## src/rtl/sprite_anim_engine.sv

```systemverilog
// Player-sprite animation state plus a 2-stage sprite pixel pipeline (address, then keyed RGB).
// Optional macro SPRITE_FLIP_EN: direction 3 mirrors the direction-1 frames instead of owning a ROM region.
module sprite_anim_engine #(
  parameter int          SPR_W           = 17,
  parameter int          SPR_H           = 24,
  parameter int          POS_X           = 292,
  parameter int          POS_Y           = 350,
  parameter int          DIRS            = 4,
  parameter int          FRAMES          = 4,
  parameter int          TICKS_PER_FRAME = 8,
  parameter logic [23:0] KEY_COLOR       = 24'hFF00FF,
  parameter int          ADDR_W          = 16,
  localparam int         DIR_W           = (DIRS > 1) ? $clog2(DIRS) : 1,
  localparam int         FRM_W           = (FRAMES > 1) ? $clog2(FRAMES) : 1
) (
  input  logic              Clk,
  input  logic              Reset,
  input  logic              Frame_Tick,
  input  logic              Moving,
  input  logic [DIR_W-1:0]  Direction,
  input  logic [9:0]        DrawX,
  input  logic [9:0]        DrawY,
  output logic [ADDR_W-1:0] Rom_Addr,
  input  logic [23:0]       Rom_Data,
  output logic [7:0]        Red,
  output logic [7:0]        Green,
  output logic [7:0]        Blue,
  output logic [DIR_W-1:0]  Anim_Dir,
  output logic [FRM_W-1:0]  Anim_Frame
);

  localparam int CNT_W = (TICKS_PER_FRAME > 1) ? $clog2(TICKS_PER_FRAME) : 1;

  logic [CNT_W-1:0]  tick_cnt;
  logic              hit, hit1;
  logic [31:0]       x_ext, y_ext;
  logic [ADDR_W-1:0] row, col, col_eff, dir_eff, addr_next;

  // Animation state: only a Frame_Tick cycle may change it, so a whole video frame sees one sprite frame.
  always_ff @(posedge Clk) begin
    // NOTE: reset is synchronous and active-high here; it sits first so it beats a coincident Frame_Tick.
    if (Reset) begin
      Anim_Dir   <= '0;
      Anim_Frame <= '0;
      tick_cnt   <= '0;
    end else if (Frame_Tick) begin
      if (32'(Direction) >= 32'(DIRS)) begin
        // Illegal direction code: hold everything.
      end else if (!Moving) begin
        Anim_Frame <= '0;
        tick_cnt   <= '0;
      end else if (Direction != Anim_Dir) begin
        Anim_Dir   <= Direction;
        Anim_Frame <= '0;
        tick_cnt   <= '0;
      end else if (tick_cnt == CNT_W'(TICKS_PER_FRAME - 1)) begin
        tick_cnt   <= '0;
        Anim_Frame <= (Anim_Frame == FRM_W'(FRAMES - 1)) ? '0 : Anim_Frame + 1'b1;
      end else begin
        tick_cnt <= tick_cnt + 1'b1;
      end
    end
  end

  // Stage 0: box hit test and sprite-local coordinates, all unsigned.
  assign x_ext = {22'd0, DrawX};
  assign y_ext = {22'd0, DrawY};
  assign hit   = (x_ext >= 32'(POS_X)) && (x_ext <= 32'(POS_X + SPR_W - 1)) &&
                 (y_ext >= 32'(POS_Y)) && (y_ext <= 32'(POS_Y + SPR_H - 1));
  assign row   = ADDR_W'(y_ext - 32'(POS_Y));
  assign col   = ADDR_W'(x_ext - 32'(POS_X));

`ifdef SPRITE_FLIP_EN
  // Left reuses the right-facing frames, read mirrored column-wise.
  assign dir_eff = (Anim_Dir == DIR_W'(3)) ? ADDR_W'(1) : ADDR_W'(Anim_Dir);
  assign col_eff = (Anim_Dir == DIR_W'(3)) ? ADDR_W'(SPR_W - 1) - col : col;
`else
  assign dir_eff = ADDR_W'(Anim_Dir);
  assign col_eff = col;
`endif

  assign addr_next = (((dir_eff * ADDR_W'(FRAMES)) + ADDR_W'(Anim_Frame)) * ADDR_W'(SPR_H) + row)
                     * ADDR_W'(SPR_W) + col_eff;

  // Stages 1 and 2: ROM address, then keyed colour once the ROM word returns.
  always_ff @(posedge Clk) begin
    if (Reset) begin
      Rom_Addr <= '0;
      hit1     <= 1'b0;
      Red      <= '0;
      Green    <= '0;
      Blue     <= '0;
    end else begin
      // NOTE: non-blocking assignments let hit1 be read here as last cycle's value, forming the pipeline.
      Rom_Addr <= hit ? addr_next : '0;
      hit1     <= hit;
      if (hit1 && (Rom_Data != KEY_COLOR)) begin
        {Red, Green, Blue} <= Rom_Data;
      end else begin
        {Red, Green, Blue} <= 24'd0;
      end
    end
  end

endmodule

```

## config.mk

```make
export PLATFORM = sky130hd
export DESIGN_NAME = sprite_anim_engine
export DESIGN_NICKNAME = d
export VERILOG_FILES = /design/src/rtl/sprite_anim_engine.sv
export SDC_FILE = /design/constraint.sdc
export NUM_CORES = 1
export LEC_CHECK = 0
export CAP_MARGIN = 10
export CORE_ASPECT_RATIO = 1.25
export CORE_MARGIN = 5
export CORE_UTILIZATION = 55
export CTS_BUF_LIST = sky130_fd_sc_hd__clkbuf_8
export DETAILED_ROUTE_END_ITERATION = 10
export HOLD_SLACK_MARGIN = 0.08
export PLACE_DENSITY_LB_ADDON = 0.12
export REMOVE_ABC_BUFFERS = 1
export SLEW_MARGIN = 20
export SYNTH_ARGS = -nofsm -noshare
export SYNTH_HDL_FRONTEND = slang
export SYNTH_SLANG_ARGS = --single-unit
```

## constraint.sdc

```tcl
create_clock -name Clk -period 9.4 [get_ports Clk]
set_input_delay 2.82 -clock Clk [delete_from_list [all_inputs] [get_ports Clk]]
set_output_delay 2.82 -clock Clk [all_outputs]
set_load 0.005 [all_outputs]
```

==> results of run 1 <==
-- area by class of cell --
type / count / area (um2)
clock buffer: 5 / 68.8
clock inverter: 3 / 46.3
fill: 537 / 1760
inverter: 51 / 191
multi-input combinational: 303 / 2410
sequential: 48 / 961
tap: 87 / 109
timing repair buffer: 93 / 931
-- cell usage after synthesis, types with 3 or more instances --
master / n / area [um2]
nand2b_1: 5 / 31.3
a21o_1: 8 / 60.1
xor2_1: 9 / 78.8
nor3_1: 10 / 50.1
nor2_1: 33 / 124
nand3_1: 14 / 70.1
nand4_1: 3 / 18.8
o21a_1: 3 / 22.5
inv_1: 49 / 184
a21oi_1: 21 / 105
o21bai_1: 3 / 22.5
a31oi_1: 7 / 43.8
fa_1: 13 / 260
nor3b_1: 7 / 52.6
xnor2_1: 19 / 166
nand4b_1: 3 / 26.3
nand2_1: 17 / 63.8
and2_1: 26 / 163
o21ai_1: 4 / 20.0
o21ai_0: 5 / 25.0
mux2i_1: 3 / 30.0
dfxtp_1: 48 / 961
ha_1: 54 / 676
and3_1: 3 / 18.8
nor4_1: 4 / 25.0
a211oi_1: 4 / 30.0
-- metal layers --
layer,vias to the layer above,track usage,wire length (um)
met2,98,0.362,4170
li1,1596,-,-
met1,1464,0.224,3310
met5,-,0,0
met3,15,0.0349,518
met4,0,0.0678,156
-- sequential cells by signal, indices dropped and copies added, names as in the netlist --
register,cells
hit1,1
Red,8
Rom_Addr,16
Anim_Dir,2
Anim_Frame,2
Green,8
Blue,8
tick_cnt,3
-- cells by family (layout without fill, tap and decap cells) --
group	Yosys count	in the layout	synth area share
XOR/XNOR	28	28	0.0679
AO/OA/AOI/OAI	72	72	0.132
flip-flops	48	48	0.266
multiplexers	3	3	0.00832
adder cells (fa/ha/maj)	67	67	0.259
buffers and inverters	59	152	0.0672
AND/OR/NAND/NOR	133	133	0.199
-- worst register-to-register path, delay by kind of cell (launching register included) --
kind,cells,cell delay [ns]
flops,1,0.38
fa+ha+maj,7,2.45
buf+inv,2,0.10
compound gates,5,1.18
simple gates,4,0.74
xor+xnor,2,0.37
-- power by group through the flow --
stage                     clock network, mW  logic (mW)  registers [mW]
after floorplan                           0       0.339           0.210
after global placement                    0       0.432           0.210
after detailed placement                  0       0.448           0.210
after CTS                             0.158       0.451           0.205
after global routing                  0.168       0.507           0.205
final                                 0.154       0.452           0.205
-- stage by stage --
stage | setup WS (ns) | total power, mW
after CTS | 1.72 | 0.814
after floorplan | 2.44 | 0.549
after detailed placement | 1.39 | 0.658
after global placement | 1.61 | 0.642
final | 1.68 | 0.812
after global routing | 1.29 | 0.880
-- worst max path at each step --
stage,cells past startpoint,from,to,slack [ns]
2_1_floorplan,20,DrawY[1],Rom_Addr[14]$_SDFF_PP0_,2.44
3_3_place_gp,21,DrawY[1],Rom_Addr[14]$_SDFF_PP0_,1.61
3_5_place_dp,21,DrawY[1],Rom_Addr[14]$_SDFF_PP0_,1.39
4_1_cts,21,DrawY[1],Rom_Addr[14]$_SDFF_PP0_,1.72
5_1_grt,21,DrawY[1],Rom_Addr[14]$_SDFF_PP0_,1.29
6_report,21,DrawY[1],Rom_Addr[14]$_SDFF_PP0_,1.68
==> flow_summary.json, run 1 <==
{
  "outcome": "complete, no violations",
  "tightest_slew_ns": 1.07,
  "ys_types": 53,
  "grt.total_usage": 0.198,
  "hold_ws_ns": 0.486,
  "crit_arrival_ns": 7.95,
  "clock_latency_ns": 0.31,
  "grt_pass1_vias": 2997,
  "postCtsHoldBufs": 0,
  "clkPwrFrac": 0.190,
  "cp-end-kind": "flop",
  "worstHoldPathCells": 2,
  "wirelength_mm": 8.15,
  "grt_pass1_wl_mm": 13.0,
  "crit_top_cell": "ha_1",
  "holdPathEnd": "tick_cnt[1]$_SDFFE_PP0P_",
  "layout.cells.non_filler": 590,
  "worstPathCellList": "clkdlybuf4s50_1 -> ha_1 -> nand3_1 -> xor2_1 -> ha_1 -> nand2_1 -> o21ai_1 -> nor4_1 -> nor4_2 -> xor2_1 -> ha_1 -> ha_1 -> inv_1 -> fa_1 -> inv_1 -> ha_1 -> a21oi_1 -> o22ai_1 -> o41ai_1 -> a21oi_1 -> nor3b_1",
  "leakagePower_nw": 2.08,
  "cts_buffers": 5,
  "synth.yosys.warnings": 0,
  "finClkSkew_ns": 0.00694,
  "ys_async_sr_fraction": 0,
  "crit_required_ns": 9.63,
  "die-area_um2": 8290,
  "r2r_cells": 20,
  "rsz0062_at_grt": "false",
  "switching_share": 0.411,
  "synthCells": 410,
  "grt_max_degree": 25,
  "pwr-share-comb": 0.557,
  "overflow": 0,
  "area_growth_pct": 30.7,
  "remaining_drc_errors": 0,
  "first_pass_iters": 6,
  "critPathMaxStageDelay_ns": 0.56,
  "final_common_cell": "clkdlybuf4s50_1",
  "ys_seq_area_frac": 0.266,
  "vdd_drop_max_v": 0.000109,
  "crit_family": "adder cells",
  "final_hold_viol_count": 0,
  "relSlewSlack": 0.286,
  "r2r-start": "Anim_Frame[0]$_SDFFE_PP0P_",
  "postCtsSetupBuffers": 0,
  "netSwitchingPower_uw": 334,
  "timing.rr.end": "Rom_Addr[14]$_SDFF_PP0_",
  "avgRoutedWirePerCell_um": 13.8,
  "hold_class": "reg -> reg",
  "dp_cells": 582,
  "initial_utilization": 0.557,
  "placed_cell_area_um2": 4600,
  "crit_buf_inv": 3,
  "routabilityCongestion": 0.895,
  "path_max_fanout": 10,
  "pwr-share-seq": 0.253,
  "synthesis.area_um2": 3610,
  "fp.dieW_um": 82.5,
  "maxSlewViolCount": 0,
  "ys_dominant_reg_cell": "dfxtp_1",
  "finalSetupViolCount": 0,
  "finalCritPeriodShare": 0.821,
  "post-route-util": 0.728,
  "worstSetupPathType": "in -> reg",
  "final_cell_mix": "clkdlybuf4s50_1 (93), ha_1 (54), inv_1 (49)",
  "cts_sinks": 48,
  "avgSynthCellArea_um2": 8.80,
  "cts_tree": "built",
  "finalInstanceArea_um2": 4720,
  "cts-resized-gates": 0,
  "pin_count": 94,
  "clkTransAtPathRegs_ns": 0.10,
  "rrSetupSlack_ns": 4.12,
  "max_freq_mhz": 130,
  "drive_gt1_frac": 0.0258,
  "ys_ff_latch": 48,
  "dr.first_iter.drc_count": 104,
  "p_per_area_nw_per_um2": 172,
  "p_int_uw": 478,
  "period_needed_ns": 7.72,
  "maxCapViolations": 0,
  "finalNetCount": 619,
  "rows": 33,
  "antenna_found_initial": 0,
  "htreeDepth": 2,
  "dieHeight_um": 101,
  "core_area_um2": 6480,
  "startpoint_type": "input pin",
  "synth_edf_count": 0,
  "ant_nets": 0,
  "min-delay-start": "tick_cnt[1]$_SDFFE_PP0P_",
  "vias": 3173,
  "cts-root-buf": "clkbuf_8",
  "port_buffers": 93,
  "hpwlAfterDp_mm": 6.73,
  "num_antenna_cells": 0,
  "routed_via_density": 5.38,
  "setup_tns_ns": 0,
  "cts_buffer_depth": 2,
  "cp_slowest_cell": "clkdlybuf4s50_1"
}
Power figures use the tool's default switching activity.
==> inputs of run 2 (changes only) <==
Settings changed: CORE_UTILIZATION 55 to 46.
Clock period 9.4 ns to 6.5 ns, I/O delays scaled along.
==> run 2 against run 1 <==
Against the previous run:
- clock-buffer cell count unchanged
- utilization down 6.3 points
- clock skew increased by 0.0037 ns
- worst hold slack got worse by 0.0043 ns
- critical endpoint is now Rom_Addr[13]$_SDFF_PP0_
==> flow_summary.json, run 2 (synthesis gave the netlist of run 1 again) <==
{
  "antenna_found_initial": 0,
  "first_pass_iters": 4,
  "grt.total_usage": 0.171,
  "rows": 36,
  "clkTransAtPathRegs_ns": 0.10,
  "maxSlewViolCount": 0,
  "switching_share": 0.388,
  "dieHeight_um": 109,
  "vias": 3287,
  "cts_sinks": 48,
  "pwr-share-seq": 0.215,
  "p_int_uw": 844,
  "tightest_slew_ns": 0.760,
  "relSlewSlack": 0.493,
  "cts_buffers": 5,
  "die-area_um2": 9730,
  "cts_buffer_depth": 2,
  "rrSetupSlack_ns": 1.70,
  "ant_nets": 0,
  "remaining_drc_errors": 0,
  "clkPwrFrac": 0.165,
  "leakagePower_nw": 2.33,
  "crit_arrival_ns": 6.47,
  "num_antenna_cells": 0,
  "r2r_cells": 20,
  "dr.first_iter.drc_count": 86,
  "largest_reg_flops": 16,
  "initial_utilization": 0.466,
  "max_freq_mhz": 159,
  "crit_required_ns": 6.68,
  "final_common_cell": "clkdlybuf4s50_1",
  "cts-root-buf": "clkbuf_8",
  "finalSetupViolCount": 0,
  "fp.dieW_um": 89.2,
  "wirelength_mm": 8.41,
  "finalCritPeriodShare": 0.967,
  "outcome": "complete, no violations",
  "crit_start": "DrawY[1]",
  "final_hold_viol_count": 0,
  "routabilityCongestion": 0.862,
  "total_power_mw": 1.38,
  "maxCapViolations": 0,
  "overflow": 0,
  "r2r-start": "Anim_Frame[0]$_SDFFE_PP0P_",
  "finClkSkew_ns": 0.0106,
  "grt_max_degree": 25,
  "port_buffers": 93,
  "routed_via_density": 5.12,
  "hpwlAfterDp_mm": 6.87,
  "pwr-share-comb": 0.620,
  "core_area_um2": 7750,
  "p_per_area_nw_per_um2": 267,
  "area_growth_pct": 42.8,
  "finalNetCount": 663,
  "cp-end-kind": "flop",
  "vdd_drop_max_v": 0.000160,
  "cts_tree": "built",
  "grt_pass1_wl_mm": 13.4,
  "hold_class": "reg -> reg",
  "path_max_fanout": 5,
  "htreeDepth": 2,
  "timing.rr.end": "Rom_Addr[13]$_SDFF_PP0_",
  "startpoint_type": "input pin",
  "worstSetupPathType": "in -> reg",
  "pin_count": 94,
  "top_register": "Rom_Addr",
  "final_cell_mix": "clkdlybuf4s50_1 (92), ha_1 (53), inv_1 (49)",
  "period_needed_ns": 6.29,
  "drive_gt1_frac": 0.126,
  "grt_pass1_vias": 3149,
  "netSwitchingPower_uw": 534,
  "clock_latency_ns": 0.31,
  "endpoint": "Rom_Addr[13]$_SDFF_PP0_",
  "setup_tns_ns": 0,
  "avgRoutedWirePerCell_um": 13.1
}
-- run 2: final cells by class --
| type | instances | area [um2] |
|---|---|---|
| sequential | 48 | 961 |
| clock buffer | 5 | 68.8 |
| multi-input combinational | 303 | 2500 |
| inverter | 51 | 191 |
| clock inverter | 3 | 46.3 |
| fill | 655 | 2590 |
| tap | 95 | 119 |
| timing repair buffer | 137 | 1260 |
-- run 2: worst min path at each step --
stage	startpoint	to	slack, ns	cells after the start
finish	tick_cnt[1]$_SDFFE_PP0P_	tick_cnt[1]$_SDFFE_PP0P_	0.48	2
global route	tick_cnt[2]$_SDFFE_PP0P_	tick_cnt[2]$_SDFFE_PP0P_	0.54	2
CTS	tick_cnt[1]$_SDFFE_PP0P_	tick_cnt[1]$_SDFFE_PP0P_	0.49	2
detailed placement	tick_cnt[1]$_SDFFE_PP0P_	tick_cnt[1]$_SDFFE_PP0P_	0.47	2
global placement	tick_cnt[1]$_SDFFE_PP0P_	tick_cnt[1]$_SDFFE_PP0P_	0.46	2
floorplan	tick_cnt[1]$_SDFFE_PP0P_	tick_cnt[1]$_SDFFE_PP0P_	0.44	2
-- run 2: power by group through the flow --
stage | registers, mW | clock network [mW] | logic [mW]
3_5_place_dp | 0.304 | 0 | 0.813
6_report | 0.297 | 0.227 | 0.854
5_1_grt | 0.297 | 0.248 | 0.952
4_1_cts | 0.297 | 0.239 | 0.817
2_1_floorplan | 0.304 | 0 | 0.490
3_3_place_gp | 0.304 | 0 | 0.790
-- run 2: stage by stage --
step                      area [um2]  utilization  cells  hold slack, ns  worst slack (ns)
final                           5150        0.665    642           0.482             0.213
after floorplan                 3560            -    402           0.443             0.405
after global placement          4930        0.636    632           0.461            -0.102
after CTS                       5040        0.651    640           0.489             0.137
after global routing            5150        0.665    642           0.535           -0.0538
after detailed placement        4930        0.636    632           0.474            -0.192
-- run 2: what timing repair did --
action                                  in CTS  in global routing
endpoints found under the setup margin       0                  3
setup buffers                                0                  2
gates resized for setup                      0                 16
hold buffers                                 0                  0
-- run 2: critical path: stages --
cell and delay (ns):
clkdlybuf4s50_1 0.43, buf_4 0.17, a41oi_4 0.23, nor2b_1 0.07, nor2_1 0.18, xnor2_1 0.10
ha_1 0.24, nor4_1 0.44, nor4_2 0.10, xor2_1 0.19, ha_1 0.28, ha_1 0.28
inv_1 0.05, fa_1 0.49, inv_1 0.04, ha_1 0.32, buf_4 0.16, a21o_1 0.20
or3_1 0.34, mux2i_1 0.14, nor3_1 0.06
-- run 2: metal layers --
layer,global-route usage,wire [um]
met5,0,0
met1,0.201,3370
met3,0.0295,446
met2,0.302,4410
met4,0.0681,183
==> inputs of run 3 (changes only) <==
Settings changed: CTS_CLUSTER_DIAMETER from default to 80, GPL_ROUTABILITY_DRIVEN from default to 0.
==> results of run 3 <==
Same layout as run 2: the final DEF is identical, and so are final timing and power.
